<file path="config.mk">
export PLATFORM = sky130hd
export DESIGN_NAME = stream_fifo
export DESIGN_NICKNAME = d
export VERILOG_FILES = /design/src/rtl/stream_fifo.sv
export SDC_FILE = /design/constraint.sdc
export NUM_CORES = 1
export LEC_CHECK = 0
export ABC_AREA = 0
export CORE_UTILIZATION = 60
export DETAILED_ROUTE_END_ITERATION = 12
export PLACE_DENSITY_LB_ADDON = 0.05
export SETUP_SLACK_MARGIN = 0.4
export SLEW_MARGIN = 20
export SYNTH_ARGS = -nofsm -noshare
export SYNTH_HDL_FRONTEND = slang
export SYNTH_SLANG_ARGS = --single-unit
</file>
<file path="constraint.sdc">
create_clock -name clk_i -period 5.6 [get_ports clk_i]
set_input_delay 1.68 -clock clk_i [delete_from_list [all_inputs] [get_ports clk_i]]
set_output_delay 1.68 -clock clk_i [all_outputs]
set_load 0.005 [all_outputs]
</file>
<file path="src/rtl/stream_fifo.sv">
// Parametrised synchronous FIFO with arbitrary depth, FWFT or request/response
// read mode, occupancy count, programmable almost flags and sticky error flags.
module stream_fifo #(
  parameter int WIDTH    = 32,
  parameter int DEPTH    = 16,
  parameter bit FWFT     = 1'b1,
  parameter int AF_LEVEL = DEPTH - 2,
  parameter int AE_LEVEL = 2
) (
  input  logic                       clk_i,
  input  logic                       rst_i,
  input  logic                       flush_i,
  input  logic                       valid_i,
  input  logic [WIDTH-1:0]           data_i,
  input  logic                       ready_i,
  output logic [WIDTH-1:0]           data_o,
  output logic                       valid_o,
  output logic                       is_full_o,
  output logic                       is_empty_o,
  output logic                       almost_full_o,
  output logic                       almost_empty_o,
  output logic [$clog2(DEPTH+1)-1:0] count_o,
  output logic                       overflow_o,
  output logic                       underflow_o
);

  localparam int CW = $clog2(DEPTH + 1);
  localparam int PW = $clog2(DEPTH);

  if (DEPTH < 2) begin : g_bad_depth
    $error("stream_fifo: DEPTH must be >= 2");
  end
  if (AF_LEVEL < 1 || AF_LEVEL > DEPTH) begin : g_bad_af
    $error("stream_fifo: AF_LEVEL must be within 1..DEPTH");
  end
  if (AE_LEVEL < 0 || AE_LEVEL > DEPTH - 1) begin : g_bad_ae
    $error("stream_fifo: AE_LEVEL must be within 0..DEPTH-1");
  end

  logic [WIDTH-1:0] mem_q [DEPTH];
  logic [PW-1:0]    rd_ptr_q, rd_ptr_d;
  logic [PW-1:0]    wr_ptr_q, wr_ptr_d;
  logic [CW-1:0]    count_q, count_d;
  logic [WIDTH-1:0] rdata_q, rdata_d;
  logic             rvld_q, rvld_d;
  logic             ovf_q, ovf_d;
  logic             udf_q, udf_d;
  logic             full, empty, wr_en, rd_en;

  // Explicit wrap so non-power-of-two depths never touch unused slots.
  function automatic logic [PW-1:0] next_ptr(input logic [PW-1:0] p);
    return (p == PW'(DEPTH - 1)) ? '0 : p + PW'(1);
  endfunction

  always_comb begin
    full       = (count_q == CW'(DEPTH));
    empty      = (count_q == '0);
    wr_en      = valid_i && !full && !flush_i;
    // In FWFT mode valid_o == !empty, so the pop condition matches the request accept.
    rd_en      = ready_i && !empty && !flush_i;
    rd_ptr_d   = rd_ptr_q;
    wr_ptr_d   = wr_ptr_q;
    count_d    = count_q;
    rdata_d    = rdata_q;
    rvld_d     = 1'b0;
    ovf_d      = ovf_q;
    udf_d      = udf_q;
    if (flush_i) begin
      rd_ptr_d = '0;
      wr_ptr_d = '0;
      count_d  = '0;
      ovf_d    = 1'b0;
      udf_d    = 1'b0;
    end else begin
      if (wr_en) wr_ptr_d = next_ptr(wr_ptr_q);
      if (rd_en) rd_ptr_d = next_ptr(rd_ptr_q);
      case ({wr_en, rd_en})
        2'b10:   count_d = count_q + CW'(1);
        2'b01:   count_d = count_q - CW'(1);
        default: count_d = count_q;
      endcase
      if (!FWFT && rd_en) begin
        rdata_d = mem_q[rd_ptr_q];
        rvld_d  = 1'b1;
      end
      if (valid_i && full) ovf_d = 1'b1;
      if (!FWFT && ready_i && empty) udf_d = 1'b1;
    end
  end

  always_ff @(posedge clk_i or negedge rst_i) begin
    if (!rst_i) begin
      rd_ptr_q <= '0;
      wr_ptr_q <= '0;
      count_q  <= '0;
      rdata_q  <= '0;
      rvld_q   <= 1'b0;
      ovf_q    <= 1'b0;
      udf_q    <= 1'b0;
    end else begin
      rd_ptr_q <= rd_ptr_d;
      wr_ptr_q <= wr_ptr_d;
      count_q  <= count_d;
      rdata_q  <= rdata_d;
      rvld_q   <= rvld_d;
      ovf_q    <= ovf_d;
      udf_q    <= udf_d;
    end
  end

  always_ff @(posedge clk_i) begin
    if (wr_en) mem_q[wr_ptr_q] <= data_i;
  end

  // FWFT head word is forced to zero when empty so reset/idle output is clean.
  assign data_o         = FWFT ? (empty ? '0 : mem_q[rd_ptr_q]) : rdata_q;
  assign valid_o        = FWFT ? !empty : rvld_q;
  assign is_full_o      = full;
  assign is_empty_o     = empty;
  assign almost_full_o  = (count_q >= CW'(AF_LEVEL));
  assign almost_empty_o = (count_q <= CW'(AE_LEVEL));
  assign count_o        = count_q;
  assign overflow_o     = ovf_q;
  assign underflow_o    = udf_q;

endmodule

</file>
======== After elaboration in Yosys (flattened, before gate mapping) ========
Memories as Yosys holds them, arrays and structs flattened.
Cells that the tools add are included.
cells by class
  muxes and demuxes ....................... 13
  reductions and logical operators ........ 13
  eq/ne operators ......................... 5
  add/sub/neg operators ................... 4
  magnitude comparators ................... 2
operators with widths
  operator                                                                             number
  32-bit two-way mux                                                                   1
  4-bit two-way mux                                                                    6
  5-bit one-hot mux with 2 select lines                                                1
  4-bit by 1-bit adder with 4-bit output, second input constant                        2
  4-bit equality test, second input constant                                           2
  2-bit nonzero test                                                                   3
  5-bit by 1-bit adder with 5-bit output, second input constant                        1
  5-bit equality test, second input constant                                           1
  5-bit by 4-bit greater-or-equal comparator with 1-bit output, second input constant  1
  5-bit by 2-bit less-or-equal comparator with 1-bit output, second input constant     1
  1-bit logical AND                                                                    5
  5-bit zero test                                                                      1
  5-bit two-way mux                                                                    1
  5-bit by 1-bit subtractor with 5-bit output, second input constant                   1
  1-bit two-way mux                                                                    4
  1-bit zero test                                                                      3
  3-bit nonzero test                                                                   1
  2-bit by 1-bit equality test with 1-bit output, second input constant                1
  2-bit equality test, second input constant                                           1
storage, ports and cells
  RAM bits ................................ 512
  memories kept ........................... 1
  logic and storage cells ................. 42
  bits of input ports ..................... 37
  output and inout port bits .............. 44
  bits in registers ....................... 14
memory list
  memory  depth  bits a word  rd ports  clocked after Yosys merged registers in  wr ports  RTL line  text
  mem_q   16     32           1         0                                        1         40        logic [WIDTH-1:0] mem_q [DEPTH];

======== Longest topological paths before layout ========
  word-level depth ........................ 7
  gate-level depth with buffers ........... 13

======== Worst setup path after synthesis ========
No wires, ideal clock.
  path kind ............................... input port to flip-flop
  from .................................... input valid_i
  to ...................................... memory mem_q[3][0], enable pin
  setup slack ............................. 557 ps
  arrival ................................. 4,582 ps
  cell stages on the path ................. 4
  buffers on the path ..................... 0
  cells stage by stage .................... a21boi_1 and2_1 nand2_1 nor3_1
between the ends
  longest elaborated chain between the ends .. 4
RTL lines
  element                                  RTL line  text
  from (decl)                              13        input logic valid_i,
  1-bit logical AND (2 in series)          58        wr_en = valid_i && !full && !flush_i;
  1-bit two-way mux                        112       if (wr_en) mem_q[wr_ptr_q] <= data_i;
  1-bit two-way mux (not written as such)  112
  to (decl)                                40
No other way between the ends.

======== Worst setup path after layout ========
  from .................................... register rd_ptr_q[0]
  to ...................................... output data_o[25]
between the ends
  longest elaborated chain between the ends .. 2
RTL lines
  element                 RTL line  text
  from (decl)             41        logic [PW-1:0] rd_ptr_q, rd_ptr_d;
  from (signal assigned)  101       rd_ptr_q <= rd_ptr_d;
  memory 16 x 32 bit      -
  32-bit two-way mux      116       assign data_o = FWFT ? (empty ? '0 : mem_q[rd_ptr_q]) : rdata_q;
  to (decl)               16        output logic [WIDTH-1:0] data_o,
No other way between the ends.

==> results.toml <==
[global_routing]
grt_max_degree = 65
track_usage_pct = 25.0
gr-usage-met1_pct = 36.2
first_global_vias = 10100
use_met2_pct = 40.7
grt_overflow = 0
antenna_found_initial = 0
grt_busiest_layer = "met2"
grt_util_met3_pct = 3.77
grt_pass1_wl_um = 63700

[sta]
setup_viol = 0
final-max-slew-violation-count = 0
layout_min_cycle_time_ns = 4.97
fmax_ghz = 0.201
slew_headroom_pct = 33.7
rsz0062_at_grt = "no"
finalHoldViolCount = 0
fin_worst_skew_ns = 0.0116
fin_tns_setup_ns = 0
tightest_slew_ns = 0.994
finalCritPeriodShare_pct = 88.7

[outcome]
status = "complete, no violations"

[synth]
synthesis.nets = 927
synth_cell_types = 41
synth_fa_ha_area_share_pct = 0.427
synth_top_area_share_pct = 75.0
synth-edff-count = 512
ys.flop_type = "edfxtp_1"
synth_top_family_by_area = "multiplexers"
synth_area_leaders = "edfxtp_1, mux4_2, dfrtp_1"
synth_async_sr_flop_share_pct = 2.66
syn_area_per_cell_um2 = 23.2
synthMuxAreaShare_pct = 17.7
yosys.area.top_type = "edfxtp_1"
synth_compound_area_share_pct = 0.848
yosysSeqAreaShare_pct = 76.7
synth_xor_area_share_pct = 0.342
synth-simple-area-share_pct = 2.58
syn_inst = 883
synth.cell_area_mm2 = 0.0205
ys_ff_latch = 526
yosys_warnings = 0

[critical_path]
reg2reg_from = "count_o[2]"
critPathLaunchType = "flip-flop"
critPathLaunch = "rd_ptr_q[0]"
cp.arrival_ns = 3.29
worst-setup-path-type = "flip-flop to output pin"
cp.required_ns = 3.92
end_kind = "output pin"
path_max_fanout = 53

[finish]
multi_input_area_mm2 = 0.00460
finalNetCount = 1040
num_antenna_cells = 0
drive_above_1_share_pct = 26.9
fillers = 2036
register_area_mm2 = 0.0157
mostFrequentLayoutCells = "edfxtp_1, mux4_2, clkdlybuf4s50_1, clkbuf_16, and2_1"
layout_commonest_cell = "edfxtp_1"
syn2layout_area_growth_pct = 14.7

[routing]
drt_first_pass_iters = 6
viasPerCell = 6.41
drc_errors = 0
dr.first_iter.drc_count = 970
ant_nets = 0
wl_per_cell_um = 28.1
vias = 9494
routed_wl_um = 41600

[place]
io_buffers = 79
place_congestion = 0.815
hpwlAfterDp_um = 22200

[clock_network]
cts_hold_buf = 0
path_clk_slew_ns = 0.06
post-cts-setup-buffers = 0
numClockSinks = 526
h-tree-depth = 2
insertion_delay_ns = 0.56
clockRootBuffer = "clkbuf_16"
cts_tree = "built"
clock_path_buffers = 3
cts_buffers = 51

[floorplan]
floorplan.initialDensity_pct = 61.1
die_h_um = 187
core_region_area_mm2 = 0.0335
io_pins = 81
num_rows = 67
fp.dieW_um = 187
die_area_mm2 = 0.0349

[hold_path]
hold_start = "overflow_o"
hold_class = "flip-flop to flip-flop"

[power]
power_density_mw_per_mm2 = 417
p_leak_nw = 7.20
ir_drop_mv = 0.305
power_mw = 9.79

[job]
cap_violations = 0
[report_power, final]
part	switching (mW)	internal (mW)
combinational	0.974	1.28
clock	1.35	1.73
sequential	0.0745	4.39
total	2.40	7.39
[path summary, 6_finish.rpt]
check,endpoint,slack (ns),depth (start not counted)
min,overflow_o,0.50,2
max reg2reg,count_o[4],2.19,12
min reg2reg,overflow_o,0.50,2
min in group asynchronous,count_o[4],1.51,1
max in group asynchronous,rd_ptr_q[1],3.62,1
max,data_o[25],0.63,5
[cell usage after synthesis, types with 2 or more instances]
master    instances
a21oi_1          11
a31o_2            2
a31oi_1           3
and2_1           34
buf_1             5
buf_2             8
buf_4             2
buf_6             8
clkbuf_1         28
dfrtp_1          14
edfxtp_1        512
ha_1              7
inv_1             4
mux4_2          160
nand2_1          12
nand2b_1          3
nand3_1           8
nor2_1           22
nor2b_1           2
nor3_1            8
o21ai_0           2
or3_1             3
xnor2_1           3
xor2_1            5
[routing by layer]
metal / vias to the layer above / routed length (um)
li1: 3952 / -
met1: 5112 / 17500
met2: 347 / 20700
met3: 83 / 2360
met4: 0 / 1040
met5: - / 0
[through the flow]
stage | worst slack, ns | hold slack (ns) | utilization, % | area, um^2 | cells
final | 0.634 | 0.498 | 70.1 | 23500 | 1481
after global routing | 0.500 | 0.597 | 70.1 | 23500 | 1481
after detailed placement | 0.927 | 0.494 | 65.7 | 22000 | 1391
after floorplan | 0.557 | 0.486 | - | 20500 | 883
after CTS | 0.482 | 0.507 | 70.1 | 23500 | 1481
after global placement | 1.09 | 0.491 | 65.7 | 22000 | 1391
[flip-flops by register name, summed over array words and instances (netlist names)]
register    cells
rd_ptr_q        4
mem_q         512
wr_ptr_q        4
count_o         5
overflow_o      1
[what timing repair did]
action / 4_1_cts / 5_1_grt
resized for setup: 0 / 1
hold endpoints to repair: 0 / 0
setup endpoints to repair: 0 / 1
[critical path, cell delays in order, from the launching register on]
cell and delay (ns):
dfrtp_4 0.55, buf_12 0.38, mux4_2 0.63, mux4_2 0.46
and2_1 0.17, clkdlybuf4s50_1 0.45
[cell type report]
class / instances / share of cell area [%]
clock buffers: 70 / 5.91
clock inverters: 20 / 0.420
inverters: 4 / 0.0639
well taps: 448 / 2.38
multi-input cells: 302 / 19.6
repair buffers: 111 / 4.72
flip-flops and latches: 526 / 66.9
[cell families (layout without fill, tap and decap cells)]
logic type	count (synthesis)	in the layout
compound gates	26	26
mux	162	162
other cells	1	1
xor+xnor	8	8
buf+inv	55	205
flops	526	526
fa+ha+maj	7	7
simple gates	98	98
Power figures use the tool's default switching activity.
